[src/rtl/ut_mul_gen.sv]
// Accumulator processing unit: operand register R1, ALU, accumulator and carry,
// plus an iterative shift-add multiply (op 7) with a busy/done handshake.
module ut_mul_gen #(
    parameter int WIDTH  = 16,
    parameter bit MUL_EN = 1'b1
) (
    input  logic             clk,
    input  logic             rst,
    input  logic             ce,
    input  logic [2:0]       sel_UAL,
    input  logic [WIDTH-1:0] data_in,
    output logic [WIDTH-1:0] data_out,
    input  logic             load_R1,
    input  logic             load_accu,
    input  logic             load_carry,
    input  logic             init_carry,
    output logic             carry,
    output logic             zero,
    output logic             busy,
    output logic             done
);

    localparam int CNT_W = $clog2(WIDTH);

    typedef enum logic {
        IDLE,
        MUL_RUN
    } state_t;

    state_t               state;
    logic [WIDTH-1:0]     r1;
    logic [WIDTH-1:0]     accu;
    logic [WIDTH-1:0]     mplier;
    logic [2*WIDTH-1:0]   mcand;
    logic [2*WIDTH-1:0]   product;
    logic [2*WIDTH-1:0]   product_next;
    logic [CNT_W-1:0]     cnt;
    logic                 carry_q;
    logic                 pend_carry;
    logic                 done_q;
    logic [WIDTH-1:0]     alu_res;
    logic                 alu_c;
    logic [WIDTH:0]       wide;
    logic                 launch;
    logic                 last_iter;

    always_comb begin
        alu_res = '0;
        alu_c   = 1'b0;
        wide    = '0;
        case (sel_UAL)
            3'd0: alu_res = ~(accu | r1);
            3'd1: begin
                wide    = {1'b0, accu} + {1'b0, r1};
                alu_res = wide[WIDTH-1:0];
                alu_c   = wide[WIDTH];
            end
            3'd2: begin
                wide    = {1'b0, accu} + {1'b0, r1} + {{WIDTH{1'b0}}, carry_q};
                alu_res = wide[WIDTH-1:0];
                alu_c   = wide[WIDTH];
            end
            3'd3: begin
                // No borrow out of the top bit means ACCU >= R1.
                wide    = {1'b0, accu} - {1'b0, r1};
                alu_res = wide[WIDTH-1:0];
                alu_c   = ~wide[WIDTH];
            end
            3'd4: alu_res = accu & r1;
            3'd5: alu_res = accu ^ r1;
            3'd6: begin
                alu_res = {accu[WIDTH-2:0], 1'b0};
                alu_c   = accu[WIDTH-1];
            end
            default: alu_res = r1;
        endcase
    end

    assign launch       = (MUL_EN == 1'b1) && (state == IDLE) && load_accu && (sel_UAL == 3'd7);
    assign last_iter    = (cnt == CNT_W'(WIDTH - 1));
    assign product_next = mplier[0] ? (product + mcand) : product;

    // Control and architectural registers.
    always_ff @(posedge clk or negedge rst) begin
        if (!rst) begin
            state      <= IDLE;
            r1         <= '0;
            accu       <= '0;
            carry_q    <= 1'b0;
            pend_carry <= 1'b0;
            done_q     <= 1'b0;
            cnt        <= '0;
        end else if (ce) begin
            done_q <= 1'b0;
            case (state)
                IDLE: begin
                    if (load_R1)
                        r1 <= data_in;
                    if (init_carry)
                        carry_q <= 1'b0;
                    else if (load_carry && !launch)
                        carry_q <= alu_c;
                    if (launch) begin
                        state      <= MUL_RUN;
                        pend_carry <= load_carry & ~init_carry;
                        cnt        <= '0;
                    end else if (load_accu) begin
                        accu <= alu_res;
                    end
                end
                MUL_RUN: begin
                    cnt <= cnt + 1'b1;
                    if (last_iter) begin
                        accu <= product_next[WIDTH-1:0];
                        if (pend_carry)
                            carry_q <= |product_next[2*WIDTH-1:WIDTH];
                        done_q <= 1'b1;
                        state  <= IDLE;
                    end
                end
                default: state <= IDLE;
            endcase
        end
    end

    // Shift-add datapath: one partial product per enabled MUL_RUN edge.
    always_ff @(posedge clk) begin
        if (ce) begin
            if (launch) begin
                mcand   <= {{WIDTH{1'b0}}, accu};
                mplier  <= r1;
                product <= '0;
            end else if (state == MUL_RUN) begin
                product <= product_next;
                mcand   <= {mcand[2*WIDTH-2:0], 1'b0};
                mplier  <= {1'b0, mplier[WIDTH-1:1]};
            end
        end
    end

    assign data_out = accu;
    assign carry    = carry_q;
    assign zero     = (accu == '0);
    assign busy     = (state == MUL_RUN);
    assign done     = done_q;

endmodule

[config.mk]
export PLATFORM = sky130hd
export DESIGN_NAME = ut_mul_gen
export DESIGN_NICKNAME = d
export VERILOG_FILES = /design/src/rtl/ut_mul_gen.sv
export SDC_FILE = /design/constraint.sdc
export NUM_CORES = 1
export LEC_CHECK = 0
export ABC_CLOCK_PERIOD_IN_PS = 3650
export BUFFER_PORTS_ARGS = -buffer_cell sky130_fd_sc_hd__buf_2
export CORE_UTILIZATION = 50
export DETAILED_ROUTE_END_ITERATION = 12
export GPL_TIMING_DRIVEN = 0
export PLACE_DENSITY = 0.67
export SLEW_MARGIN = 10
export SYNTH_ARGS = -nofsm -noshare
export SYNTH_HDL_FRONTEND = slang
export SYNTH_SLANG_ARGS = --single-unit
[constraint.sdc]
create_clock -name clk -period 3.65 [get_ports clk]
set_clock_uncertainty 0.05 [all_clocks]
set_input_delay 0.5475 -clock clk [delete_from_list [all_inputs] [get_ports clk]]
set_output_delay 0.5475 -clock clk [all_outputs]
set_load 0.01 [all_outputs]
==> qor.yml <==
outcome:
  status: "completed"
sta:
  setup_viol: 0
  tightest_slew_ps: 974
  grt_setup_unrepaired: "true"
  slew_headroom: 0.350
  period_minus_slack_ps: 3610
  finalMaxSlewViolations: 0
  period_share: 0.989
  timing.final.hold_violations: 0
  max_freq_mhz: 277
worst_setup_path:
  critPathLaunch: "data_out[5]$_DFFE_PN0P_"
  reg2reg_to: "data_out[15]$_DFFE_PN0P_"
  criticalPathCategory: "reg2reg"
  cp-start-kind: "flop"
  slowest_stage: "dfrtp_2"
  max_stage_delay_ps: 480
  critical_path.cell_chain: "inv_1 > ha_1 > buf_2 > nor3_2 > nor4b_4 > o211ai_1 > a21o_2 > o21a_1 > xnor2_2 > nand4_1 > xor2_1 > o221ai_2 > a221o_1"
  crit_arrival_ps: 3860
  regToRegStartpoint: "data_out[5]$_DFFE_PN0P_"
  r2r_slack_ps: 40
  r2r_cells: 13
  cp_max_fo: 10
  cp-end-kind: "flop"
  required_ps: 3900
detailed_routing:
  via_per_inst: 6.13
  vias: 8785
  ant_nets: 0
  dr.first_iter.drc_count: 721
  wl_um: 29300
  wl_per_cell_um: 20.4
  drc: 0
  firstDrtPassIters: 5
clock_network:
  numCtsBuffers: 17
  cts_root_buffer: "clkbuf_16"
  clk_latency_ps: 430
  clk_path_buf_depth: 2
  clkTransAtPathRegs_ps: 60
  cts_tree: "done"
  clock-sinks: 120
  htree_levels: 4
die:
  io_pins: 46
  die_area_um2: 20800
  die_x_um: 144
  die_y_um: 144
  core_um2: 19700
  initial_utilization: 0.514
  rows: 51
cells_and_area:
  fin_area_um2: 11600
  fillCellCount: 1758
  multiInputGateArea_um2: 6360
  antennaDiodeCount: 0
  fin_nets: 1268
  seqCellArea_um2: 3420
  syn2layout_area_growth_pct: 14.9
  drive_above_1_share: 0.201
  post-route-util: 0.591
placed_design:
  gpl.final_weighted_congestion: 0.955
  io_buffer_count: 41
  placed_area_um2: 10700
  place_hpwl_um: 21700
synthesis:
  synth_xor_area_frac: 0.0486
  synth_compound_area_frac: 0.211
  syn_area_um2: 10100
  yosysWarnings: 0
  synth-simple-area-share: 0.151
  synthAdderAreaFrac: 0.109
  synth_top_family_by_area: "compound AO/OA/AOI/OAI gates"
  postSynthCellCount: 1078
  synth_cell_types: 95
  ys_seq_elements: 120
  async_flop_share: 0.333
  syn_area_per_cell_um2: 9.37
  ys.flop_type: "edfxtp_1"
  ys_seq_area_frac: 0.337
  syn_nets: 1190
  synthMuxAreaShare: 0.0892
  synth_edf_count: 80
global_route:
  grt_pass1_vias: 8171
  grt_pass1_wl_um: 45000
  use_met1: 0.413
  top_usage_layer: "met2"
  grt_max_degree: 46
  met3_usage: 0.0685
  antenna_found_initial: 0
  grt_overflow: 0
  grtUsageMet2: 0.430
  grt_use_total: 0.289
power_and_ir_drop:
  p_int_mw: 6.48
  p_leak_nw: 4.73
  p_sw_mw: 5.68
  switching_share: 0.467
  p_comb_frac: 0.649
  peakVddDrop_uv: 519
  sequentialPowerShare: 0.214
  power_density_nw_per_um2: 1050
  power.share.clock: 0.137
worst_hold_path:
  min_path_type: "in2async"
run:
  maxCapViolations: 0
[state kept, by name, summed over array words and instances (netlist names)]
register	count
mplier	16
mcand	32
carry	1
done	1
cnt	4
pend_carry	1
product	32
busy	1
data_out	16
r1	16
[power by group through the flow]
stage / Combinational, mW / Clock (mW) / Sequential [mW]
after floorplan: 5.57 / 0 / 2.46
after global placement: 7.02 / 0 / 2.64
after detailed placement: 7.11 / 0 / 2.63
after CTS: 7.35 / 1.69 / 2.60
after global routing: 8.64 / 1.74 / 2.65
final: 7.90 / 1.66 / 2.60
[kinds of logic after synthesis]
group	after synthesis
AO/OA/AOI/OAI	315
XOR/XNOR	56
adder cells (fa/ha/maj)	86
multiplexers	81
AND/OR/NAND/NOR	296
buffers and inverters	124
flip-flops	120
[per-layer routing]
layer  vias to the layer above  share of wire
met2                       346           0.44
li1                       4158              -
met4                         0          0.018
met3                        47          0.075
met5                         -              0
met1                      4234           0.47
[cell usage in the layout, fill, tap and decap left out, types with 9 or more instances in the layout]
cell / synthesis / final
buf_2: 1 / 42
o22ai_1: 12 / 11
mux2_2: 52 / 52
xor2_1: 18 / 18
ha_1: 83 / 78
clkbuf_1: 39 / 42
xnor2_1: 38 / 34
a21oi_1: 79 / 76
nand4_1: 12 / 12
dfrtp_2: 0 / 11
nor2_1: 101 / 100
nand2b_1: 10 / 9
o221ai_1: 12 / 11
a211oi_1: 14 / 13
dfrtp_1: 40 / 29
nor3_1: 15 / 14
nor2b_1: 30 / 30
inv_1: 63 / 60
clkbuf_16: 0 / 19
buf_4: 1 / 18
o21a_1: 12 / 12
edfxtp_1: 80 / 80
nand2_1: 54 / 53
mux2i_1: 27 / 27
a21o_1: 20 / 20
nand3_1: 22 / 22
o21ai_0: 61 / 59
[cells in the mapped netlist (4+ instances only)]
| library cell | instances | area share |
|---|---|---|
| a2111oi_0 | 4 | 0.0035 |
| a211o_1 | 5 | 0.0043 |
| a211oi_1 | 14 | 0.010 |
| a21o_1 | 20 | 0.015 |
| a21oi_1 | 79 | 0.039 |
| a221oi_1 | 6 | 0.0052 |
| a22o_1 | 5 | 0.0043 |
| a22oi_1 | 6 | 0.0045 |
| a31oi_1 | 7 | 0.0043 |
| and2_1 | 5 | 0.0031 |
| and3_1 | 4 | 0.0025 |
| and4_1 | 6 | 0.0052 |
| buf_1 | 5 | 0.0019 |
| buf_6 | 5 | 0.0056 |
| clkbuf_1 | 39 | 0.014 |
| dfrtp_1 | 40 | 0.099 |
| edfxtp_1 | 80 | 0.24 |
| ha_1 | 83 | 0.10 |
| inv_1 | 63 | 0.023 |
| mux2_2 | 52 | 0.058 |
| mux2i_1 | 27 | 0.027 |
| nand2_1 | 54 | 0.020 |
| nand2b_1 | 10 | 0.0062 |
| nand3_1 | 22 | 0.011 |
| nand4_1 | 12 | 0.0074 |
| nor2_1 | 101 | 0.038 |
| nor2b_1 | 30 | 0.019 |
| nor3_1 | 15 | 0.0074 |
| nor4_1 | 5 | 0.0031 |
| o211ai_1 | 8 | 0.0059 |
| o21a_1 | 12 | 0.0089 |
| o21ai_0 | 61 | 0.030 |
| o21ai_1 | 6 | 0.0030 |
| o21bai_1 | 5 | 0.0037 |
| o221ai_1 | 12 | 0.010 |
| o22ai_1 | 12 | 0.0074 |
| o31ai_1 | 6 | 0.0045 |
| or2_2 | 5 | 0.0031 |
| or3_1 | 8 | 0.0050 |
| xnor2_1 | 38 | 0.033 |
| xor2_1 | 18 | 0.016 |
[final cells by class]
| class | instances | share of cell area |
|---|---|---|
| Buffer | 58 | 0.0263 |
| Clock buffer | 25 | 0.0446 |
| Clock inverter | 7 | 0.00550 |
| Inverter | 66 | 0.0216 |
| Multi-Input combinational cell | 834 | 0.548 |
| Sequential cell | 120 | 0.294 |
| Tap cell | 265 | 0.0286 |
| Timing Repair Buffer | 59 | 0.0310 |
[repair_timing]
action                     CTS  global route
hold buffers                 0             0
setup endpoints to repair    8            13
buffers inserted             2            15
pin swaps                    2            20
resized for setup           13            47
[per-stage QoR]
stage	std cells	worst slack, ps	TNS, ps	hold WS [ps]	total power, mW
3_5_place_dp	1385	-213	-1010	472	9.74
4_1_cts	1419	8.38	0	255	11.6
5_1_grt	1434	-44.9	-59.4	293	13.0
6_report	1434	41.2	0	230	12.2
3_3_place_gp	1384	-1090	-84830	459	9.65
2_1_floorplan	1078	294	0	202	8.03
[worst max-delay path: cells and delay by family (launching register included)]
kind	cells	cell delay, ps
buffers and inverters	2	330
and+or+nand+nor	3	610
xor gates and xnor gates	2	480
DFF	1	480
AOI/OAI and AO/OA	5	1250
adders and majority gates	1	280
[worst max-delay path by stage]
stage / slack [ps] / end / cells after the start
6_report: 40 / data_out[15]$_DFFE_PN0P_ / 13
3_3_place_gp: -1090 / cnt[2]$_DFFE_PN0P_ / 6
5_1_grt: -40 / data_out[15]$_DFFE_PN0P_ / 13
2_1_floorplan: 290 / mcand[0]$_SDFFCE_PN0P_ / 5
4_1_cts: 8 / carry$_DFFE_PN0P_ / 14
3_5_place_dp: -210 / carry$_DFFE_PN0P_ / 12
(Power assumes the default switching activity.)
